### src/rtl/sub_buf_pkg.sv
// Shared constants and types for the sub_buf_pipe subtractor pipeline.
package sub_buf_pkg;

    localparam int SUB_WIDTH = 16;

    // Signed difference of two SUB_WIDTH-bit unsigned operands
    typedef logic [SUB_WIDTH:0] sub_diff_t;

endpackage

### src/rtl/sub_buf_pipe_stage.sv
// One valid/ready register slice; accepts when empty or when its content is being taken.
module pipe_stage
    import sub_buf_pkg::*;
#(
    parameter int DW = 8
) (
    input  logic          clock,
    input  logic          reset,
    input  logic          in_valid,
    output logic          in_ready,
    input  logic [DW-1:0] in_data,
    output logic          out_valid,
    input  logic          out_ready,
    output logic [DW-1:0] out_data
);

    logic          valid_q;
    logic          valid_d;
    logic [DW-1:0] data_q;
    logic [DW-1:0] data_d;

    assign in_ready  = !valid_q || out_ready;
    assign out_valid = valid_q;
    assign out_data  = data_q;

    // Next state: load on handshake, empty when drained, otherwise hold
    always_comb begin
        valid_d = valid_q;
        data_d  = data_q;
        if (in_valid && in_ready) begin
            valid_d = 1'b1;
            data_d  = in_data;
        end else if (out_ready) begin
            valid_d = 1'b0;
        end else begin
            valid_d = valid_q;
        end
    end

    // Slice register with synchronous active-low reset
    always_ff @(posedge clock) begin
        if (!reset) begin
            valid_q <= 1'b0;
            data_q  <= {DW{1'b0}};
        end else begin
            valid_q <= valid_d;
            data_q  <= data_d;
        end
    end

endmodule

### src/rtl/sub_buf_pipe.sv
// Two-stage valid/ready pipelined subtractor: out_diff = in_a - in_b in WIDTH+1 bits.
// Optional macro SUB_BUF_BORROW_OUT_EN adds out_borrow (in_a < in_b) aligned with out_diff.
module sub_buf_pipe
    import sub_buf_pkg::*;
#(
    parameter int WIDTH = SUB_WIDTH
) (
    input  logic             clock,
    input  logic             reset,
    input  logic             in_valid,
    output logic             in_ready,
    input  logic [WIDTH-1:0] in_a,
    input  logic [WIDTH-1:0] in_b,
    output logic             out_valid,
    input  logic             out_ready,
    output logic [WIDTH:0]   out_diff
`ifdef SUB_BUF_BORROW_OUT_EN
    ,
    output logic             out_borrow
`endif
);

    localparam int S1W = 2 * WIDTH;
`ifdef SUB_BUF_BORROW_OUT_EN
    localparam int S2W = WIDTH + 2;
`else
    localparam int S2W = WIDTH + 1;
`endif

    logic             alive_q;
    logic             s1_in_valid;
    logic             s1_in_ready;
    logic [S1W-1:0]   s1_in_data;
    logic             s1_valid;
    logic [S1W-1:0]   s1_data;
    logic             s2_in_ready;
    logic [S2W-1:0]   s2_in_data;
    logic [S2W-1:0]   s2_data;
    logic [WIDTH-1:0] s1_a;
    logic [WIDTH-1:0] s1_b;
    logic [WIDTH:0]   diff;
    logic             borrow;

    // Keeps in_ready low through reset and for the edge that releases it
    always_ff @(posedge clock) begin
        if (!reset) begin
            alive_q <= 1'b0;
        end else begin
            alive_q <= 1'b1;
        end
    end

    assign in_ready    = alive_q && s1_in_ready;
    assign s1_in_valid = in_valid && alive_q;
    assign s1_in_data  = {in_a, in_b};

    pipe_stage #(
        .DW (S1W)
    ) u_s1 (
        .clock     (clock),
        .reset     (reset),
        .in_valid  (s1_in_valid),
        .in_ready  (s1_in_ready),
        .in_data   (s1_in_data),
        .out_valid (s1_valid),
        .out_ready (s2_in_ready),
        .out_data  (s1_data)
    );

    // Subtract between the slices; zero-extension makes the result fit exactly
    always_comb begin
        s1_a   = s1_data[S1W-1:WIDTH];
        s1_b   = s1_data[WIDTH-1:0];
        diff   = {1'b0, s1_a} - {1'b0, s1_b};
        borrow = (s1_a < s1_b);
`ifdef SUB_BUF_BORROW_OUT_EN
        s2_in_data = {borrow, diff};
`else
        s2_in_data = diff;
`endif
    end

    pipe_stage #(
        .DW (S2W)
    ) u_s2 (
        .clock     (clock),
        .reset     (reset),
        .in_valid  (s1_valid),
        .in_ready  (s2_in_ready),
        .in_data   (s2_in_data),
        .out_valid (out_valid),
        .out_ready (out_ready),
        .out_data  (s2_data)
    );

    assign out_diff = s2_data[WIDTH:0];
`ifdef SUB_BUF_BORROW_OUT_EN
    assign out_borrow = s2_data[WIDTH+1];
`endif

endmodule
### config.mk
export PLATFORM = sky130hd
export DESIGN_NAME = sub_buf_pipe
export DESIGN_NICKNAME = d
export VERILOG_FILES = /design/src/rtl/sub_buf_pkg.sv /design/src/rtl/sub_buf_pipe_stage.sv /design/src/rtl/sub_buf_pipe.sv
export SDC_FILE = /design/constraint.sdc
export NUM_CORES = 1
export LEC_CHECK = 0
export BUFFER_PORTS_ARGS = -buffer_cell sky130_fd_sc_hd__buf_2
export CAP_MARGIN = 30
export CORE_MARGIN = 2
export CORE_UTILIZATION = 40
export CTS_CLUSTER_DIAMETER = 200
export DETAILED_ROUTE_END_ITERATION = 7
export GPL_TIMING_DRIVEN = 0
export PLACE_DENSITY = 0.67
export SYNTH_ARGS = -nofsm -noshare
export SYNTH_HDL_FRONTEND = slang
export SYNTH_HIERARCHICAL = 1
export SYNTH_SLANG_ARGS = --single-unit
export TNS_END_PERCENT = 5
### constraint.sdc
create_clock -name clock -period 3.2 [get_ports clock]
set_input_delay 0.64 -clock clock [delete_from_list [all_inputs] [get_ports clock]]
set_output_delay 0.64 -clock clock [all_outputs]
set_load 0.05 [all_outputs]
==> summary.txt <==
Placed design
  • Post-DP HPWL: 4998 microns
  • Placed cells: about 510
  • GPL Wtd Cong: 0.8196
  • Port Buffers: 54

Layout
  • Post-route insts no fill: between 500 and 600
  • Area grow syn2layout: 16.63%
  • Share of cells above drive strength 1: 0.2043
  • Final net count: between 400 and 500
  • Number of diodes: 0

Synth
  • Post-synth cell types: 52
  • Post-synth top area share: 0.3424
  • Seq/Total Area, Yosys: 0.3424
  • Async set or reset register ratio after synthesis: 0
  • Most frequent cell after synthesis: nand2_1
  • Top post-synthesis cells by area: dfxtp_1, mux2i_1, nand2_1
  • Post-synth net total: roughly 410
  • Mean area per synthesized cell: 8.589 sq um
  • Number of flops mapped to enable cells by yosys: 0
  • Yosys reg bits: 52
  • Synth Instances: between 300 and 400
  • Commonest cells in the netlist: nand2_1, dfxtp_1, mux2i_1
  • Top FF cell, synth: dfxtp_1
  • Yosys warnings: 6
  • Post-Syn Area: 3040 sq um
  • Yosys top cell by area: dfxtp_1

Global route
  • GRT Util Overall: 0.1609
  • Total grt overflow: 0
  • First-pass GRT wire length: approximately 11000 microns
  • Largest net degree at the start of global routing: 17
  • Initial antenna violation count: 0
  • Vias in the first global route: approximately 2400

Worst setup path
  • CP Capture Type: flip-flop
  • Buf/Inv on CP: 1
  • R2r setup slk: 620 ps
  • Crit-path slowest cell: a211oi_1
  • Critical path's largest stage delay: 450 ps
  • Worst-path fanout max: 3
  • Largest delay contributor family on the critical path: compound AO/OA/AOI/OAI gates
  • Ordered list of cells on the worst path: inv_1 -> ha_1 -> fa_1 -> and2b_1 -> o2111ai_2 -> a211oi_1 -> nor3b_1 -> o31a_1 -> nand2_1 -> mux2i_1
  • Crit path kind: flip-flop to flip-flop
  • Data arrival time of the worst path: 2790 ps
  • CP Data Required Time: 3410 ps
  • CP startpoint kind: flip-flop

CTS
  • Htree depth: 2
  • Later-pin clock latency in the skew report: between 300 and 400 ps
  • TritonCTS clock tree: yes
  • Root Buffer: clkbuf_8
  • TritonCTS Buffers: 5
  • Worst-case clock buffer depth: 2
  • Reg clk slew, reported paths: 90 ps
  • Clock Sinks: between 50 and 60
  • Hold-fix buffers, CTS: 0
  • CTS resizes: 0
  • Setup bufs post-CTS: 0

STA
  • Final hold violation count: 0
  • Max_slew headroom: 0.6475
  • Final setup vio count: 0
  • Final setup TNS: 0 ps
  • Actual slew at the worst max-slew pin: 523.9 ps
  • Max-slew violation count: 0
  • Fin crit share: 0.8064
  • WHS: 455.7 ps
  • Clock skew: 5.907 ps
  • Crit path time final: between 2000 and 3000 ps
  • RSZ-0062 raised after global routing: no
  • Fmax: roughly 390 MHz

Flow run
  • Max_cap viols: 0

Drt
  • Routed Antenna Nets: 0
  • Final WL: roughly 6300 microns
  • Initial DRC Count: just over 100
  • TritonRoute pass-1 iters: 4
  • Vias per cell: about 4.7
  • Vias: about 2400
  • Post-route DRC: 0
  • Routed WL per cell: around 12 microns

Pwr
  • Leak: 1.608 nW
  • Max IR drop VDD: about 0.17 mV
  • Power per cell area: 462.7 nW/um^2

Floorplan
  • IO Count: 55
  • # rows: 31
  • Die area: between 8000 and 9000 sq um
  • Vert. Die Dim: between 90 and 100 microns
  • Starting Density: 0.4170
  • Die width: 91.19 microns
  • Core ar.: 7292 sq um

Run status
  • Outcome: finished clean

Worst hold path
  • Worst min path class: flip-flop to flip-flop
[cells by family after synthesis]
| group | after synthesis | share of synthesized area |
|---|---|---|
| compound gates | 40 | 0.1045 |
| xor+xnor | 11 | 0.03169 |
| fa+ha+maj | 17 | 0.07243 |
| buf+inv | 44 | 0.08436 |
| flops | 52 | 0.3424 |
| mux | 49 | 0.1613 |
| simple gates | 141 | 0.2033 |
[where the power goes]
group          switching [mW]  internal, mW
combinational           0.277         0.207
sequential             0.0186         0.683
clock                   0.223         0.232
[registers in the layout, indices dropped and copies added (netlist names)]
| register | cells |
|---|---|
| u_s1/out_data | 32 |
| u_s2/out_data | 17 |
| alive_q | 1 |
| u_s1/out_valid | 1 |
| u_s2/out_valid | 1 |
[through the flow]
stage / area (sq um) / total power, mW / setup slack (ps) / util
after floorplan: 3040 / 1.094 / 980.6 / -
after global placement: 3435 / 1.193 / 681.5 / 0.4710
after detailed placement: 3435 / 1.199 / 663.9 / 0.4710
after CTS: 3546 / 1.661 / 616.0 / 0.4863
after global routing: 3546 / 1.739 / 475.1 / 0.4863
final: 3546 / 1.641 / 619.6 / 0.4863
[layout by cell type, fill, tap and decap left out, drive strengths merged, types with 3 or more instances in the layout]
cell type,netlist,layout
nor3,3,3
xnor2,10,10
a21o,6,6
inv,26,26
nor2,8,8
clkbuf,7,12
buf,11,65
a21boi,3,3
mux2i,49,49
nand2,106,106
nor2b,3,3
dfxtp,52,52
nand3,4,4
and2,5,5
ha,16,16
a21oi,8,8
o21a,4,4
[path summary, 6_finish.rpt]
kind                     start           endpoint  cells past startpoint
max          u_s1/out_data[16]  u_s2/out_data[16]                     10
min          u_s2/out_data[15]  u_s2/out_data[15]                      2
max reg2reg  u_s1/out_data[16]  u_s2/out_data[16]                     10
min reg2reg  u_s2/out_data[15]  u_s2/out_data[15]                      2
[area by class of cell]
class / instances / area, sq um
Fill cell: 744 / 3746
Multi-Input combinational cell: 258 / 1743
Sequential cell: 52 / 1041
Timing Repair Buffer: 54 / 270.3
Buffer: 18 / 158.9
Tap cell: 99 / 123.9
Inverter: 26 / 97.59
Clock buffer: 5 / 68.82
Clock inverter: 3 / 42.54
[per-layer routing]
metal / track usage / wire length, microns
met1: 0.2099 / 3138
met2: 0.2654 / 2840
met3: 0.02988 / 211
met4: 0.05808 / 94
met5: 0 / 0
[worst register-to-register path, stage by stage, from the launching register on]
cell and delay [ps]:
dfxtp_1 340, inv_1 50, ha_1 230, fa_1 410, and2b_1 260, o2111ai_2 140
a211oi_1 450, nor3b_1 150, o31a_1 320, nand2_1 60, mux2i_1 60
Note: power is estimated with default switching activity, not from simulation.
